--- config.mk ---
export PLATFORM = sky130hd
export DESIGN_NAME = gpu_rect_addr_gen
export DESIGN_NICKNAME = d
export VERILOG_FILES = /design/src/rtl/gpu_rect_addr_gen.sv
export SDC_FILE = /design/constraint.sdc
export NUM_CORES = 1
export LEC_CHECK = 0
export BUFFER_PORTS_ARGS = -buffer_cell sky130_fd_sc_hd__buf_2
export CORE_ASPECT_RATIO = 2
export CORE_MARGIN = 8
export CORE_UTILIZATION = 45
export DETAILED_ROUTE_END_ITERATION = 16
export GPL_TIMING_DRIVEN = 1
export PLACE_DENSITY = 0.69
export SYNTH_ARGS = -nofsm -noshare
export SYNTH_HDL_FRONTEND = slang
export SYNTH_SLANG_ARGS = --single-unit
--- constraint.sdc ---
create_clock -name clk -period 15.25 [get_ports clk]
set_input_delay 0 -clock clk [delete_from_list [all_inputs] [get_ports clk]]
set_output_delay 0 -clock clk [all_outputs]
set_load 0.03 [all_outputs]
--- src/rtl/gpu_rect_addr_gen.sv ---
// Rectangle address generator: walks a w x h rectangle in raster order and
// emits the linear framebuffer address y*STRIDE + x for each pixel, with a
// valid/ready handshake. The start row offset y0*STRIDE is produced by an
// LSB-first shift-add multiplier; later rows add STRIDE incrementally.
module gpu_rect_addr_gen #(
    parameter int X_BITS    = 9,
    parameter int Y_BITS    = 8,
    parameter int STRIDE    = 320,
    parameter int ADDR_BITS = 17
) (
    input  logic                 clk,
    input  logic                 rst,
    input  logic                 start,
    input  logic [X_BITS-1:0]    x0,
    input  logic [Y_BITS-1:0]    y0,
    input  logic [X_BITS-1:0]    w,
    input  logic [Y_BITS-1:0]    h,
    input  logic                 out_ready,
    output logic                 out_valid,
    output logic [ADDR_BITS-1:0] out_addr,
    output logic [X_BITS-1:0]    out_x,
    output logic [Y_BITS-1:0]    out_y,
    output logic                 out_last,
    output logic                 busy,
    output logic                 done
);

    localparam int CNT_BITS = $clog2(Y_BITS + 1);

    typedef enum logic [1:0] {
        S_IDLE,
        S_MUL,
        S_SCAN,
        S_FIN
    } state_t;

    state_t               state_q;
    logic [X_BITS-1:0]    x0_q, w_q, col_q;
    logic [Y_BITS-1:0]    y0_q, h_q, row_q;
    logic [ADDR_BITS-1:0] base_q;
    logic [ADDR_BITS-1:0] acc_q, mcand_q;
    logic [Y_BITS-1:0]    mplier_q;
    logic [CNT_BITS-1:0]  cnt_q;

    logic                 out_valid_q, out_last_q;
    logic [ADDR_BITS-1:0] out_addr_q;
    logic [X_BITS-1:0]    out_x_q;
    logic [Y_BITS-1:0]    out_y_q;

    logic [X_BITS-1:0]    w_m1, col_d, x_d;
    logic [Y_BITS-1:0]    h_m1, row_d, y_d;
    logic [ADDR_BITS-1:0] base_d, addr_d, acc_d;
    logic                 last_d;

    // Beat to present next: the current position while priming the output
    // registers, otherwise the raster successor of the beat being shown.
    always_comb begin
        w_m1   = w_q - X_BITS'(1);
        h_m1   = h_q - Y_BITS'(1);
        col_d  = col_q;
        row_d  = row_q;
        base_d = base_q;
        if (out_valid_q) begin
            if (col_q < w_m1) begin
                col_d = col_q + X_BITS'(1);
            end else begin
                col_d  = '0;
                row_d  = row_q + Y_BITS'(1);
                base_d = base_q + ADDR_BITS'(STRIDE);
            end
        end
        addr_d = base_d + ADDR_BITS'(x0_q) + ADDR_BITS'(col_d);
        x_d    = x0_q + col_d;
        y_d    = y0_q + row_d;
        last_d = (col_d == w_m1) && (row_d == h_m1);
        acc_d  = acc_q + (mplier_q[0] ? mcand_q : '0);
    end

    // Command FSM, multiplier datapath, raster counters and output registers.
    always_ff @(posedge clk or posedge rst) begin
        if (rst) begin
            state_q     <= S_IDLE;
            x0_q        <= '0;
            y0_q        <= '0;
            w_q         <= '0;
            h_q         <= '0;
            col_q       <= '0;
            row_q       <= '0;
            base_q      <= '0;
            acc_q       <= '0;
            mcand_q     <= '0;
            mplier_q    <= '0;
            cnt_q       <= '0;
            out_valid_q <= 1'b0;
            out_last_q  <= 1'b0;
            out_addr_q  <= '0;
            out_x_q     <= '0;
            out_y_q     <= '0;
        end else begin
            case (state_q)
                S_IDLE: begin
                    if (start) begin
                        x0_q     <= x0;
                        y0_q     <= y0;
                        w_q      <= w;
                        h_q      <= h;
                        acc_q    <= '0;
                        mcand_q  <= ADDR_BITS'(STRIDE);
                        mplier_q <= y0;
                        cnt_q    <= '0;
                        state_q  <= (w == '0 || h == '0) ? S_FIN : S_MUL;
                    end
                end
                S_MUL: begin
                    if (cnt_q == CNT_BITS'(Y_BITS - 1)) begin
                        base_q  <= acc_d;
                        col_q   <= '0;
                        row_q   <= '0;
                        state_q <= S_SCAN;
                    end else begin
                        acc_q    <= acc_d;
                        mcand_q  <= mcand_q << 1;
                        mplier_q <= mplier_q >> 1;
                        cnt_q    <= cnt_q + CNT_BITS'(1);
                    end
                end
                S_SCAN: begin
                    // First SCAN cycle loads the output registers; after that
                    // they only move on a completed transfer.
                    if (!out_valid_q || out_ready) begin
                        if (out_valid_q && out_last_q) begin
                            out_valid_q <= 1'b0;
                            out_last_q  <= 1'b0;
                            state_q     <= S_FIN;
                        end else begin
                            col_q       <= col_d;
                            row_q       <= row_d;
                            base_q      <= base_d;
                            out_valid_q <= 1'b1;
                            out_addr_q  <= addr_d;
                            out_x_q     <= x_d;
                            out_y_q     <= y_d;
                            out_last_q  <= last_d;
                        end
                    end
                end
                S_FIN: begin
                    state_q <= S_IDLE;
                end
                default: begin
                    state_q <= S_IDLE;
                end
            endcase
        end
    end

    assign out_valid = out_valid_q;
    assign out_addr  = out_addr_q;
    assign out_x     = out_x_q;
    assign out_y     = out_y_q;
    assign out_last  = out_last_q;
    assign busy      = (state_q != S_IDLE);
    assign done      = (state_q == S_FIN);

endmodule

* Yosys cells after proc, flatten, opt, wreduce, memory -nomap -nowiden
Index checks and enable logic that the tools add are counted.
Word-level totals: flip-flop bits (word level) 152, input port bits 38, output and inout port bits 38, logic and storage cells 98
Operators by class: reduce and logical (&&, ||, !) cells 17, bitwise gates (word level) 1, add/sub/neg operators 11, magnitude comparators 1, muxes and demuxes 39, equal/unequal tests 12
Operators with widths (count):
- 17-bit 2-to-1 mux | 10
- 17-bit case mux with 2 select lines | 3
- 8-bit 2-to-1 mux | 7
- 9-bit 2-to-1 mux | 5
- 17-bit by 9-bit adder with 17-bit output | 2
- 8-bit case mux with 2 select lines | 2
- 9-bit case mux with 2 select lines | 1
- 17-bit adder | 1
- 17-bit by 9-bit adder with 17-bit output, second input constant | 1
- 2-bit inequality test, second input constant | 6
- 2-bit 2-to-1 mux | 5
- 9-bit by 1-bit adder with 9-bit output, second input constant | 1
- 9-bit adder | 1
- 9-bit == test | 1
- 9-bit logical NOT | 1
- 9-bit < comparator | 1
- 9-bit by 1-bit subtractor with 9-bit output, second input constant | 1
- 8-bit by 1-bit adder with 8-bit output, second input constant | 1
- 8-bit adder | 1
- 8-bit == test | 1
- 8-bit logical NOT | 1
- 4-bit 2-to-1 mux | 2
- 2-bit case mux with 4 select lines | 1
- 4-bit case mux with 2 select lines | 1
- other kinds (15) | 24

* Longest topological paths before layout
Gate-level depths: netlist of run 1.
depth after elaboration 7, gate-level depth with buffers 25

* Least setup slack after synthesis of run 1
OpenSTA, ideal clock, no wires.
path kind reg2reg, from register w_q[0], to register out_addr_q[13] (netlist: out_addr[13]), period minus slack after synthesis 5.016 ns, required time 15.155 ns, path buffers 1, cell stages (with the launch flop) 25, arrival 4.920 ns, path slack 10.234 ns, library setup time 0.095 ns, path through dfrtp_1 -> inv_1 -> ha_1 -> inv_1 -> nor4_1 -> xnor2_1 -> ha_1 -> a21oi_1 -> o21ai_1 -> a211oi_2 -> buf_6 -> and3_1 -> a21oi_1 -> fa_1 -> inv_1 -> ha_1 -> fa_1 -> a21o_1 -> a21o_1 -> a211oi_1 -> o21ai_0 -> a21oi_1 -> nor2_1 -> and4_1 -> o31ai_1
On the way: word-level cells in the longest chain between the ends 6, elaborated cells on any way between the ends 8
RTL lines:
- from (decl) | RTL line 38 | logic [X_BITS-1:0] x0_q, w_q, col_q;
- from (signal assigned) | RTL line 105 | w_q <= w;
- 9-bit by 1-bit subtractor with 9-bit output (*) | RTL line 58 | w_m1 = w_q - X_BITS'(1);
- 9-bit < comparator (*) | RTL line 64 | if (col_q < w_m1) begin
- 17-bit 2-to-1 mux | RTL line 64
- 17-bit 2-to-1 mux | RTL line 63 | if (out_valid_q) begin
- 17-bit by 9-bit adder with 17-bit output | RTL line 72 | addr_d = base_d + ADDR_BITS'(x0_q) + ADDR_BITS'(col_d);
- 17-bit by 9-bit adder with 17-bit output (*) | RTL line 72
- to (signal assigned) | RTL line 140 | out_addr_q <= addr_d;
- to (decl) | RTL line 46 | logic [ADDR_BITS-1:0] out_addr_q;
Mark *: on every way between the ends. The rest lies on a longest branch, timed or not. A chain may end at the register's enable or synchronous reset.

* Final worst setup path of run 1
Ends and elaborated chain as after synthesis.

==> reports/qor.yml, run 1 <==
p_per_area_nw_per_um2: 94.42
fp-row-count: 71
status: "finished clean"
route.vias.total: 6827
path_clk_slew_ps: 60
synth-edff-count: 0
dpl.hpwl_um: 16030
final_cell_area_sq_um: 10020
synth_nets: 1011
switching_share_pct: 28.28
clkPwrFrac_pct: 43.0
syn_inst: 906
place_area_sq_um: 9067
antenna_found_initial: 0
mostFrequentLayoutCells: "dfrtp_1, nand2_1, o21ai_0"
drv_slew: 0
io_buffers: 75
setup_viol: 0
synth_ff_type: "dfrtp_1"
drt-total-wl_um: 21280
rsz0062_at_grt: "false"
grt_pass1_vias: 7278
num_antenna_cells: 0
startpoint_type: "register"
layout_commonest_cell: "dfrtp_1"
fin_skew_ps: 8.613
endpoint_kind: "register"
cts.sinks: 135
fill_cells: 1727
die-area_sq_um: 23880
cp_max_fo: 12
syn-cell-area_sq_um: 8527
clk_latency_ps: 420
worst_slew_pin_slew_ps: 982.6
root_buffer: "clkbuf_16"
place_congestion: 0.9252
drtIter0Drc: 320
drive_above_1_share_pct: 16.88
ys_top_cells_by_area: "dfrtp_1, ha_1, mux2_2"
netlist.top_cell.by_area: "dfrtp_1"
hold_viol: 0
core_area_sq_um: 18660
comb_power_share_pct: 15.8
cts_tree: "done"
power_frac_seq_pct: 41.3
max-slew-margin-rel_pct: 34.50
io_pins: 76
internal_power_uw: 678.5
synth-seq-cells: 135
htreeDepth: 4
first_pass_iters: 5
final_antenna_net_count: 0
via_per_inst: 5.515
fmax_mhz: 172.8
syn_area_per_cell_sq_um: 9.412
hold_slack_ps: 177.9
final_core_util_pct: 53.71
finalCriticalPeriod_ps: 5786
grt_max_degree: 78
synth_top_area_share_pct: 39.62
grt_pass1_wl_um: 35510
grt_overflow_total: 0
cellLeakagePower_nw: 4.782
power.switching_uw: 267.5
ys_seq_area_share_pct: 39.62
nNetsFinal: 1112
setup_tns_ps: 0
drv_cap: 0
cts_buffer_depth: 2
fp.dieW_um: 113.3
async_reset_ff_share_pct: 100.0
cp.required_ps: 15580
ir_drop_uv: 84.23
hold_path_class: "input pin to asynchronous set/reset pin"
post-route-period-util_pct: 37.94
cts_resized: 0
wire_per_inst_um: 17.19
area_growth_syn_to_layout_pct: 17.51
route.detailed.drc: 0
crit_type: "register to register"
yosysWarnings: 0
track_usage_pct: 18.88
fp.dieH_um: 210.7
worst_ep_arrival_time_ps: 6110
netlist-cell-type-count: 62
numCtsBuffers: 17
start_util_pct: 45.71
finalPower_uw: 946.0
[final timing paths]
check / depth (start not counted) / startpoint / to / slack [ps]
setup / recovery: 21 / w_q[0] / out_addr[13] / 9460
hold / removal: 3 / rst / out_y[4] / 180
setup reg to reg: 21 / w_q[0] / out_addr[13] / 9460
hold reg to reg: 2 / out_addr[5] / out_addr[5] / 470
max in group asynchronous: 4 / rst / out_last / 13650
min in group clk: 3 / x0[4] / x0_q[4] / 340
[cell families after synthesis]
logic type	count (synthesis)	synth area share (%)
AOI/OAI and AO/OA	202	14.53
and+or+nand+nor	267	14.60
muxes	51	6.618
DFF	135	39.62
buffers and inverters	100	4.710
xor gates and xnor gates	84	8.951
adders and majority gates	67	10.98
[what timing repair did]
action                                 4_1_cts  5_1_grt
setup buffers                                0        0
hold buffers                                37        0
endpoints found under the hold margin      103        0
[cell usage after synthesis (3+ instances only)]
master,count
o21ai_0,96
dfrtp_1,135
fa_1,13
nor2b_1,4
mux2_2,43
nor2_1,45
inv_1,64
mux2i_1,8
a31oi_1,7
o31ai_1,9
and3_1,8
buf_2,3
nor4_1,8
xor2_1,27
or2_2,3
a21o_1,10
buf_6,3
and2_1,12
clkbuf_1,24
o21bai_1,5
nor3_1,15
a22o_1,4
a211oi_1,4
xnor2_1,55
nand2_1,121
nand4_1,14
buf_1,6
o22a_1,3
ha_1,54
nand3_1,21
a21oi_1,38
[flip-flops by register name (all words and copies together) (netlist names), 8 cells and up]
register and count:
mplier_q 8, col_q 9, mcand_q 11, base_q 12
y0_q 8, x0_q 9, h_q 8, w_q 9
acc_q 11, row_q 8, out_addr 17, out_y 8
out_x 9
[layer usage]
metal,GRT usage [%],share of wire (%),vias up
met5,0,0,-
met1,18.03,36,3284
met3,3.121,3.3,66
li1,-,-,3328
met2,36.15,56,149
met4,11.89,5.1,0
[power groups by stage]
stage,clock [mW],combinational (mW),sequential [mW]
after floorplan,0,0.0816,0.413
after global placement,0,0.142,0.396
after detailed placement,0,0.143,0.396
after CTS,0.415,0.151,0.390
after global routing,0.426,0.168,0.393
final,0.406,0.149,0.390
[layout make-up]
class	instances	area (sq um)	area share, %
tap	219	274.0	2.735
timing repair buffer	118	790.8	7.892
multi-input combinational	671	4750	47.40
sequential	135	3378	33.72
inverter	64	245.2	2.448
clock buffer	20	456.7	4.558
clock inverter	11	125.1	1.249
[critical path, cell delays in order (launching register included)]
cell and delay, ps:
dfrtp_1 450, inv_1 90, ha_1 200, inv_1 70, nor4_1 320, xnor2_1 150, ha_1 340, nand2_1 60
o21ai_1 320, a211o_1 470, nand2_1 290, and2_1 290, fa_1 500, fa_1 490, a21o_1 200, a21o_1 210
a211oi_1 330, o21ai_0 180, a21oi_1 230, nor2_1 110, and4_1 200, o31ai_1 180
[per-stage QoR]
| stage | cells | worst slack [ps] |
|---|---|---|
| floorplan | 906 | 10230 |
| global placement | 1170 | 9633 |
| detailed placement | 1170 | 9519 |
| CTS | 1238 | 9458 |
| global route | 1238 | 9056 |
| finish | 1238 | 9464 |
(Power assumes the default switching activity.)
==> inputs of run 2 (changes only) <==
clock period = 5.8 ns   (was 15.25 ns; I/O delays follow)
==> reports/qor.yml, run 2 (synthesis gave the netlist of run 1 again) <==
clkPwrFrac_pct: 42.8
final_cell_area_sq_um: 10070
path_clk_slew_ps: 60
drv_slew: 0
root_buffer: "clkbuf_16"
critical-path-slowest-cell: "fa_1"
io_buffers: 75
dpl.hpwl_um: 16120
mostFrequentLayoutCells: "dfrtp_1, nand2_1, o21ai_0"
first_pass_iters: 5
met3_wirelength_um: 620
power_frac_seq_pct: 41.4
io_pins: 76
numCtsBuffers: 17
critPathLaunch: "w_q[0]"
largest_reg_flops: 17
drt-total-wl_um: 21530
ff2ff_path_depth: 23
core_area_sq_um: 18660
crit_type: "register to register"
drt-met1-wl_um: 7938
status: "finished clean"
power.switching_uw: 704.3
fill_cells: 1754
wire_per_inst_um: 17.28
fin_skew_ps: 9.774
drive_above_1_share_pct: 17.54
die-area_sq_um: 23880
critPathBufInv: 3
startpoint_type: "register"
dr_wl_met2_um: 12030
final_cell_count_no_fill: 1246
cp_max_fo: 7
switching_share_pct: 28.40
p_per_area_nw_per_um2: 246.4
worst_ep_arrival_time_ps: 5730
r2r_start: "w_q[0]"
start_util_pct: 45.71
internal_power_mw: 1.776
cts_tree: "done"
dp.cells: 1176
crit_chain: "inv_1 > ha_1 > inv_1 > nor2_1 > xnor2_1 > ha_1 > a21oi_1 > o21ai_1 > a211oi_2 > and3_1 > a21oi_1 > fa_1 > inv_1 > ha_1 > fa_1 > a21o_1 > a21o_1 > a211oi_1 > o21ai_0 > a21oi_1 > nor2_1 > and4_1 > o31ai_1"
worst_slew_pin_slew_ps: 955.6
grt_max_degree: 75
maxUsedRoutingLayer: "met4"
via_per_inst: 5.457
setup_tns_ps: 0
route.detailed.drc: 0
area_growth_syn_to_layout_pct: 18.05
dpl_worst_slack_ps: 486.7
drtIter0Drc: 258
finalPower_mw: 2.480
comb_power_share_pct: 15.8
fin_ws_ps: 395.6
cp-endpoint: "out_addr[13]"
post-route-period-util_pct: 93.18
grt_pass1_wl_um: 36030
cts_buffer_depth: 2
fp.dieH_um: 210.7
nNetsFinal: 1118
clk_latency_ps: 420
place_area_sq_um: 9112
htreeDepth: 4
timing.rr.end: "out_addr[13]"
cts_setup_buffers: 0
antenna_found_initial: 1
cts.sinks: 135
cellLeakagePower_nw: 4.813
fmax_mhz: 185.0
endpoint_kind: "register"
track_usage_pct: 19.21
drv_cap: 0
hold_path_class: "input pin to asynchronous set/reset pin"
layout_commonest_cell: "dfrtp_1"
reg2reg_slack_ps: 400
path_delay_family: "compound AO/OA/AOI/OAI gates"
finalCriticalPeriod_ps: 5404
max-slew-margin-rel_pct: 36.29
hold_viol: 0
final_antenna_net_count: 0
ir_drop_uv: 200.3
route.vias.total: 6799
fp-row-count: 71
fp.dieW_um: 113.3
slowest_delay_ps: 510
cp.required_ps: 6130
place_congestion: 0.9251
crit_cells: 23
setup_viol: 0
grt_overflow_total: 0
grt_pass1_vias: 7278
[run 2: layout make-up]
class                           count  area (sq um)  area share, %
Multi-Input combinational cell    671          4756          47.25
Clock buffer                       19         442.9          4.400
Antenna cell                        1         2.502        0.02486
Clock inverter                     13         131.4          1.305
Sequential cell                   135          3378          33.56
Inverter                           64         245.2          2.436
Tap cell                          219         274.0          2.722
Timing Repair Buffer              124         835.8          8.303
[run 2: tightest hold or removal path: stages]
cell           delay [ps]
dlygate4sd3_1         530
buf_2                 140
inv_6                 390
[run 2: worst min-delay path by stage]
stage                   to  slack, ps
2_1_floorplan  mplier_q[7]        120
3_3_place_gp      out_y[3]        100
3_5_place_dp      out_y[5]        110
4_1_cts           out_y[5]        200
5_1_grt             h_q[3]        240
6_report          out_y[3]        190
[run 2: layer usage]
layer	track usage (%)	vias to the layer above
met5	0	-
met4	11.15	0
met2	36.77	118
li1	-	3353
met1	19.02	3280
met3	2.721	48
[run 2: power by group through the flow]
| stage | Clock, mW | Combinational (mW) | Sequential (mW) |
|---|---|---|---|
| 6_report | 1.06 | 0.392 | 1.03 |
| 5_1_grt | 1.11 | 0.436 | 1.03 |
| 4_1_cts | 1.08 | 0.395 | 1.03 |
| 3_5_place_dp | 0 | 0.375 | 1.04 |
| 3_3_place_gp | 0 | 0.371 | 1.04 |
| 2_1_floorplan | 0 | 0.215 | 1.08 |
[run 2: timing repair]
item | in CTS | in global routing
resized for setup | 0 | 2
setup endpoints to repair | 0 | 3
hold buffers | 37 | 0
endpoints found under the hold margin | 105 | 0
[run 2: through the flow]
step / hold WS (ps) / util (%)
final: 194.8 / 53.96
after global routing: 239.9 / 53.96
after CTS: 201.3 / 53.91
after detailed placement: 106.6 / 48.85
after global placement: 103.0 / 48.85
after floorplan: 116.8 / -
==> inputs of run 3 (changes only) <==
clock period = 5.4 ns   (was 5.8 ns; I/O delays follow)
==> reports/qor.yml, run 3 (synthesis gave the netlist of run 1 again) <==
status: "finished clean"
mostFrequentLayoutCells: "dfrtp_1, nand2_1, o21ai_0"
power.switching_uw: 779.8
worst_ep_arrival_time_ps: 5370
layout_commonest_cell: "dfrtp_1"
endpoint_kind: "register"
crit_type: "register to register"
clk_latency_ps: 430
track_usage_pct: 19.13
drive_above_1_share_pct: 18.72
cp.required_ps: 5730
post-route-period-util_pct: 93.44
grt_pass1_wl_um: 35780
ir_drop_uv: 212.4
start_util_pct: 45.71
drv_slew: 0
nNetsFinal: 1123
via_per_inst: 5.480
grt_overflow_total: 0
route.detailed.drc: 0
grt_max_degree: 70
htreeDepth: 4
p_per_area_nw_per_um2: 267.1
cts_tree: "done"
dp.cells: 1180
antenna_found_initial: 1
die-area_sq_um: 23880
drv_cap: 0
fmax_mhz: 198.2
cts_buffer_depth: 2
comb_power_share_pct: 16.3
hold_viol: 0
core_area_sq_um: 18660
path_clk_slew_ps: 60
worst_slew_pin_slew_ps: 1078
ff2ff_path_depth: 21
setup_viol: 0
max-slew-margin-rel_pct: 28.10
route.vias.total: 6855
largest_reg_flops: 17
dpl.hpwl_um: 16320
timing.rr.end: "out_addr[13]"
root_buffer: "clkbuf_16"
cts.sinks: 135
fin_skew_ps: 13.61
internal_power_mw: 1.930
final_core_util_pct: 54.39
drt-total-wl_um: 21800
fp.dieH_um: 210.7
final_antenna_net_count: 0
grt_pass1_vias: 7204
fp-row-count: 71
wire_per_inst_um: 17.43
io_pins: 76
r2r_start: "w_q[1]"
cellLeakagePower_nw: 4.843
startpoint_type: "register"
fill_cells: 1701
io_buffers: 75
switching_share_pct: 28.78
first_pass_iters: 4
cp_max_fo: 5
finalCriticalPeriod_ps: 5046
numCtsBuffers: 17
hold_path_class: "input pin to asynchronous set/reset pin"
area_growth_syn_to_layout_pct: 18.99
final_cell_count_no_fill: 1251
reg2reg_slack_ps: 350
place_congestion: 0.9548
power_frac_seq_pct: 40.7
clkPwrFrac_pct: 42.9
drtIter0Drc: 343
fp.dieW_um: 113.3
## run 3: metrics by stage
| step | cell area [sq um] | hold slack [ps] | total power [mW] | setup TNS (ps) | setup WS [ps] |
|---|---|---|---|---|---|
| floorplan | 8527 | 116.8 | 1.396 | 0 | 384.1 |
| global placement | 9143 | 126.8 | 1.541 | 0 | 207.7 |
| detailed placement | 9143 | 127.9 | 1.545 | 0 | 92.64 |
| CTS | 10100 | 220.7 | 2.733 | 0 | 12.67 |
| global route | 10150 | 253.8 | 2.819 | -5.051 | -5.051 |
| finish | 10150 | 211.5 | 2.710 | 0 | 354.4 |
## run 3: critical path, cell delays in order, from the launching register on
cell and delay [ps]:
dfrtp_1 390, inv_1 60, ha_1 210, xnor2_1 500, ha_1 370, a21oi_1 180
nand2_2 110, a211oi_2 230, and3_1 180, a21oi_1 60, fa_1 520, inv_1 40
ha_1 220, fa_2 380, a21o_1 200, a21o_1 220, a211oi_2 270, o21ai_1 140
a21oi_2 190, nor2_1 90, and4_1 200, o31ai_1 180
## run 3: power by group through the flow
stage | Clock, mW | Combinational [mW] | Sequential, mW
3_3_place_gp | 0 | 0.419 | 1.12
3_5_place_dp | 0 | 0.424 | 1.12
6_report | 1.16 | 0.443 | 1.10
4_1_cts | 1.18 | 0.446 | 1.10
2_1_floorplan | 0 | 0.230 | 1.17
5_1_grt | 1.22 | 0.493 | 1.11
## run 3: worst max-delay path by stage
stage / depth (start not counted) / slack [ps] / startpoint / end
5_1_grt: 23 / -5 / w_q[1] / out_addr[13]
3_3_place_gp: 23 / 210 / w_q[1] / out_addr[13]
4_1_cts: 23 / 10 / w_q[1] / out_addr[13]
6_report: 21 / 350 / w_q[1] / out_addr[13]
2_1_floorplan: 24 / 380 / w_q[0] / out_addr[13]
3_5_place_dp: 23 / 90 / w_q[1] / out_addr[13]
## run 3: cell type report
cell class	count	area, sq um	share of cell area, %
inverter	64	245.2	2.417
multi-input combinational	671	4785	47.16
clock inverter	9	90.09	0.8879
clock buffer	23	498.0	4.908
sequential	135	3378	33.30
antenna	1	2.502	0.02466
timing repair buffer	129	873.3	8.608
tap	219	274.0	2.701
## run 3: what timing repair did
item | CTS | global route
resized for setup | 0 | 12
hold buffers | 37 | 0
endpoints found under the setup margin | 0 | 6
setup buffers | 0 | 1
endpoints found under the hold margin | 111 | 0
## run 3: per-layer routing
metal / wire (um) / GRT usage (%) / share of wire, % / vias to the layer above
li1: - / - / - / 3371
met1: 8194 / 18.50 / 38 / 3314
met2: 12080 / 36.73 / 55 / 114
met3: 515 / 3.064 / 2.4 / 56
met4: 1005 / 11.42 / 4.6 / 0
met5: 0 / 0 / 0 / -
